<file path="src/rtl/sha3_sponge_ctrl.sv">
// Sequencing FSM for the SHA3-256 sponge: absorbs 17-lane rate blocks, steps Keccak-f rounds,
// and presents the digest. Holds no data; drives the datapath with strobes and a round index.
module sha3_sponge_ctrl #(
    parameter int unsigned ROUNDS_PER_CYC = 1,
    parameter int unsigned NUM_ROUNDS     = 24
) (
    input  logic       clk,
    input  logic       rst_n,
    input  logic       i_in_valid,
    input  logic       i_in_done,
    output logic       o_in_ready,
    output logic       o_absorb_en,
    output logic       o_absorb_first,
    output logic       o_perm_en,
    output logic [4:0] o_round_idx,
    output logic       o_out_valid,
    input  logic       i_out_ready,
    output logic       o_busy
);

    // Legal rates are exactly the divisors of 24.
    if (NUM_ROUNDS != 24 || ROUNDS_PER_CYC == 0 || ROUNDS_PER_CYC > 24 ||
        (24 % ROUNDS_PER_CYC) != 0) begin : g_param_err
        $error("sha3_sponge_ctrl: illegal ROUNDS_PER_CYC/NUM_ROUNDS");
    end

    localparam logic [4:0] RoundStep = 5'(ROUNDS_PER_CYC);
    localparam logic [4:0] RoundEnd  = 5'(NUM_ROUNDS);

    typedef enum logic [1:0] {
        StIdle,
        StPerm,
        StSqueeze
    } state_t;

    state_t     r_state;
    logic [4:0] r_cnt;
    logic       r_first_blk;
    logic       r_last_blk;
    logic       r_in_ready;
    logic       r_out_valid;
    logic       r_perm_en;
    logic       r_busy;
    logic [4:0] w_cnt_nxt;
    logic       w_acc;

    assign w_cnt_nxt = r_cnt + RoundStep;
    assign w_acc     = i_in_valid & r_in_ready;

    always_ff @(posedge clk or negedge rst_n) begin
        if (!rst_n) begin
            r_state     <= StIdle;
            r_cnt       <= 5'd0;
            r_first_blk <= 1'b1;
            r_last_blk  <= 1'b0;
            r_in_ready  <= 1'b1;
            r_out_valid <= 1'b0;
            r_perm_en   <= 1'b0;
            r_busy      <= 1'b0;
        end else begin
            case (r_state)
                StIdle: begin
                    if (w_acc) begin
                        r_state     <= StPerm;
                        r_last_blk  <= i_in_done;
                        r_first_blk <= 1'b0;
                        r_cnt       <= 5'd0;
                        r_in_ready  <= 1'b0;
                        r_perm_en   <= 1'b1;
                        r_busy      <= 1'b1;
                    end
                end
                StPerm: begin
                    if (w_cnt_nxt == RoundEnd) begin
                        r_cnt     <= 5'd0;
                        r_perm_en <= 1'b0;
                        if (r_last_blk) begin
                            r_state     <= StSqueeze;
                            r_out_valid <= 1'b1;
                        end else begin
                            r_state    <= StIdle;
                            r_in_ready <= 1'b1;
                            r_busy     <= 1'b0;
                        end
                    end else begin
                        r_cnt <= w_cnt_nxt;
                    end
                end
                StSqueeze: begin
                    if (i_out_ready) begin
                        r_state     <= StIdle;
                        r_first_blk <= 1'b1;
                        r_last_blk  <= 1'b0;
                        r_out_valid <= 1'b0;
                        r_in_ready  <= 1'b1;
                        r_busy      <= 1'b0;
                    end
                end
                default: begin
                    r_state     <= StIdle;
                    r_cnt       <= 5'd0;
                    r_in_ready  <= 1'b1;
                    r_out_valid <= 1'b0;
                    r_perm_en   <= 1'b0;
                    r_busy      <= 1'b0;
                end
            endcase
        end
    end

    assign o_in_ready     = r_in_ready;
    assign o_out_valid    = r_out_valid;
    assign o_perm_en      = r_perm_en;
    assign o_round_idx    = r_cnt;
    assign o_busy         = r_busy;
    assign o_absorb_en    = w_acc;
    assign o_absorb_first = w_acc & r_first_blk;

endmodule

</file>
<file path="config.mk">
export PLATFORM = sky130hd
export DESIGN_NAME = sha3_sponge_ctrl
export DESIGN_NICKNAME = d
export VERILOG_FILES = /design/src/rtl/sha3_sponge_ctrl.sv
export SDC_FILE = /design/constraint.sdc
export NUM_CORES = 1
export LEC_CHECK = 0
export CORE_MARGIN = 1.5
export CORE_UTILIZATION = 47
export DETAILED_ROUTE_END_ITERATION = 16
export HOLD_SLACK_MARGIN = 0.15
export PLACE_DENSITY_LB_ADDON = 0.05
export SYNTH_ARGS = -nofsm -noshare
export SYNTH_HDL_FRONTEND = slang
export SYNTH_SLANG_ARGS = --single-unit
</file>
<file path="constraint.sdc">
create_clock -name clk -period 2 [get_ports clk]
set_clock_uncertainty 0.1 [all_clocks]
set_input_delay 0.4 -clock clk [delete_from_list [all_inputs] [get_ports clk]]
set_output_delay 0.4 -clock clk [all_outputs]
set_load 0.03 [all_outputs]
</file>
==> metrics <==
CP cell instances clkdlybuf4s50_1; CTS tree done; Worst Setup End Kind primary output; Synthesized Nets 76; quantity of I/O buffers inserted on ports 15; starting density of the core 51.8%; global route total overflow 0; die width 41.6 um; DR DRC count 0; Placed Instance Area 848 sq um; most frequent cells in the layout clkdlybuf4s50_1, dfrtp_1, o21ai_0; WP buf/inv 1; H-tree levels 1; CP arrival 1.44 ns; Post-Synthesis Cell Area 699 sq um; largest family of logic cells by synthesized area compound AO/OA/AOI/OAI gates; Placer Congestion 0.766; reg2reg path depth 5; WHS 0.378 ns; Slew headroom slightly above 60%; worst-margin pin slew 0.576 ns; die footprint 1730 sq um; multiplexer share of the synthesized area 0%; Clock Latency Late Sink ~0.28 ns; Max Buffers Root-to-Sink 2; Setup-failing EPs final 0; n_diodes 0; peak supply drop approximately 1.2 mV; Largest stage delay, worst path 0.71 ns; worst reg-to-reg setup slack 0.42 ns; P&R area growth vs syn 25.2%; layout cells sized above 1 17.0%; Post-Synth Adder-Cell Area 1.79%; Seq/Total Area, Yosys about 47%; Peak Freq 517 MHz; Root Buffer clkbuf_4; Worst path top cell family by delay buffers and inverters; maximum fanout along the worst path 6; setup_tns 0 ns; min Tclk post-route around 1.9 ns; hold buffers post-CTS 0; overall global routing resource usage 20.2%; worst r2r dst o_busy$_DFFE_PN0P_; Cell Pwr Density 1740 nW/um^2; Vias 603; drt total wl 1570 um; worst setup margin 0.0645 ns; Worst Hold Class input port to async pin; Final ANT Viol Nets 0; Leak 0.392 nW; Post-Syn Instances 70; CTS sink count 13; RSZ-0062 raised after global routing false; Max Cap Viol 0; vias per cell 5.85; RR Startpoint o_round_idx[1]$_DFFE_PN0P_; drt wl/cell 15.2 um; mean post-synth cell area approximately 10 sq um; FF+latch count, synth 13; Crit Path Category flip-flop to primary output; initial DRC count 22; Startpoint Class flip-flop; HPWL Detailed ~1000 um; outcome complete, no violations; final period utilization 96.8%; Post-Place Worst Slack 0.211 ns; DR pass1 iterations 4; Post-Synth Simple-Gate Area between 15 and 20%; area fraction in compound gates after synthesis 26.3%; antenna violations before repair 0; vias in the first global route 565; Nets 95; slowest cell on the critical path clkdlybuf4s50_1; clock slew at reported path FFs 0.09 ns; Synth cell types 31; Final Hold Fails 0; Post-Synth XOR/XNOR Area 2.50%; CP Data Required Time 1.50 ns; first-pass GRT wire length 2650 um; yosys warns 0; fin. max-slew vios 0; fin util 64.9%; largest net degree at the start of global routing 14; Die Ht between 40 and 50 um; I/O pin total 16; CTS Buf Count 3; core area 1350 sq um; Final Cell Area 876 sq um; row cnt 13
[registers in the layout, indices dropped and copies added (netlist names)]
| name | cells |
|---|---|
| o_busy | 1 |
| r_state | 2 |
| r_last_blk | 1 |
| o_perm_en | 1 |
| o_in_ready | 1 |
| o_round_idx | 5 |
| o_out_valid | 1 |
| r_first_blk | 1 |
[power by group]
group / switching, mW / internal [mW]
Combinational: 0.447 / 0.381
Clock: 0.0908 / 0.0775
Sequential: 0.139 / 0.392
[kinds of logic (layout without fill, tap and decap cells)]
logic type | after synthesis | count (layout)
AO/OA/AOI/OAI | 25 | 25
AND/OR/NAND/NOR | 22 | 22
flip-flops | 13 | 13
buffers and inverters | 7 | 25
XOR/XNOR | 2 | 2
adder cells (fa/ha/maj) | 1 | 1
[per-stage QoR]
step	total power, mW	cells
2_1_floorplan	1.07	70
3_3_place_gp	1.36	99
3_5_place_dp	1.36	99
6_report	1.53	103
5_1_grt	1.63	103
4_1_cts	1.54	103
[synthesized netlist by cell type, drive strengths merged]
master	count	area share, %
nor2b	2	3.2
buf	2	3.2
a21o	1	1.1
nand4b	1	1.3
o41ai	1	2.3
o21a	1	1.1
a22o	3	3.8
dfstp	2	7.5
o32ai	1	1.3
and2	1	1.3
xor2	1	1.3
nor2	6	3.2
a31o	1	1.3
inv	5	2.7
dfrtp	11	39
a31oi	1	0.90
and3	1	0.90
nand2	7	3.8
ha	1	1.8
a32o	1	1.4
o221ai	1	1.3
nor3	1	0.71
nand2b	1	0.90
o21ai	9	7.0
xnor2	1	1.3
a21oi	3	2.1
a211oi	1	1.8
nand3	2	1.4
a22oi	1	1.1
[routing by layer]
metal,part of all wire [%],up-vias,global-route usage [%],wire length [um]
met1,47,288,27.7,741
met2,45,23,30.3,697
met3,5.4,5,3.04,85
met4,2.6,0,11.6,41
met5,0,-,0,0
li1,-,287,-,-
[how the worst max path moves through the flow]
stage	from	depth (start not counted)	endpoint	slack, ns
after floorplan	o_round_idx[0]$_DFFE_PN0P_	5	o_busy$_DFFE_PN0P_	0.33
after global placement	i_in_valid	4	o_absorb_en	0.22
after detailed placement	i_in_valid	4	o_absorb_en	0.21
after CTS	o_round_idx[1]$_DFFE_PN0P_	1	o_round_idx[1]	0.03
after global routing	o_round_idx[3]$_DFFE_PN0P_	1	o_round_idx[3]	0.02
final	o_round_idx[3]$_DFFE_PN0P_	1	o_round_idx[3]	0.06
[cell type report]
class                      count  area (sq um)
timing repair buffer          16           154
inverter                       5          18.8
fill                         110           474
clock buffer                   4          26.3
sequential                    13           328
multi-input combinational     50           330
tap                           15          18.8
[repair_timing]
action	4_1_cts	5_1_grt
resized for setup	1	1
endpoints found under the hold margin	0	0
endpoints found under the setup margin	1	1
setup buffers	0	0
Power figures use the tool's default switching activity.
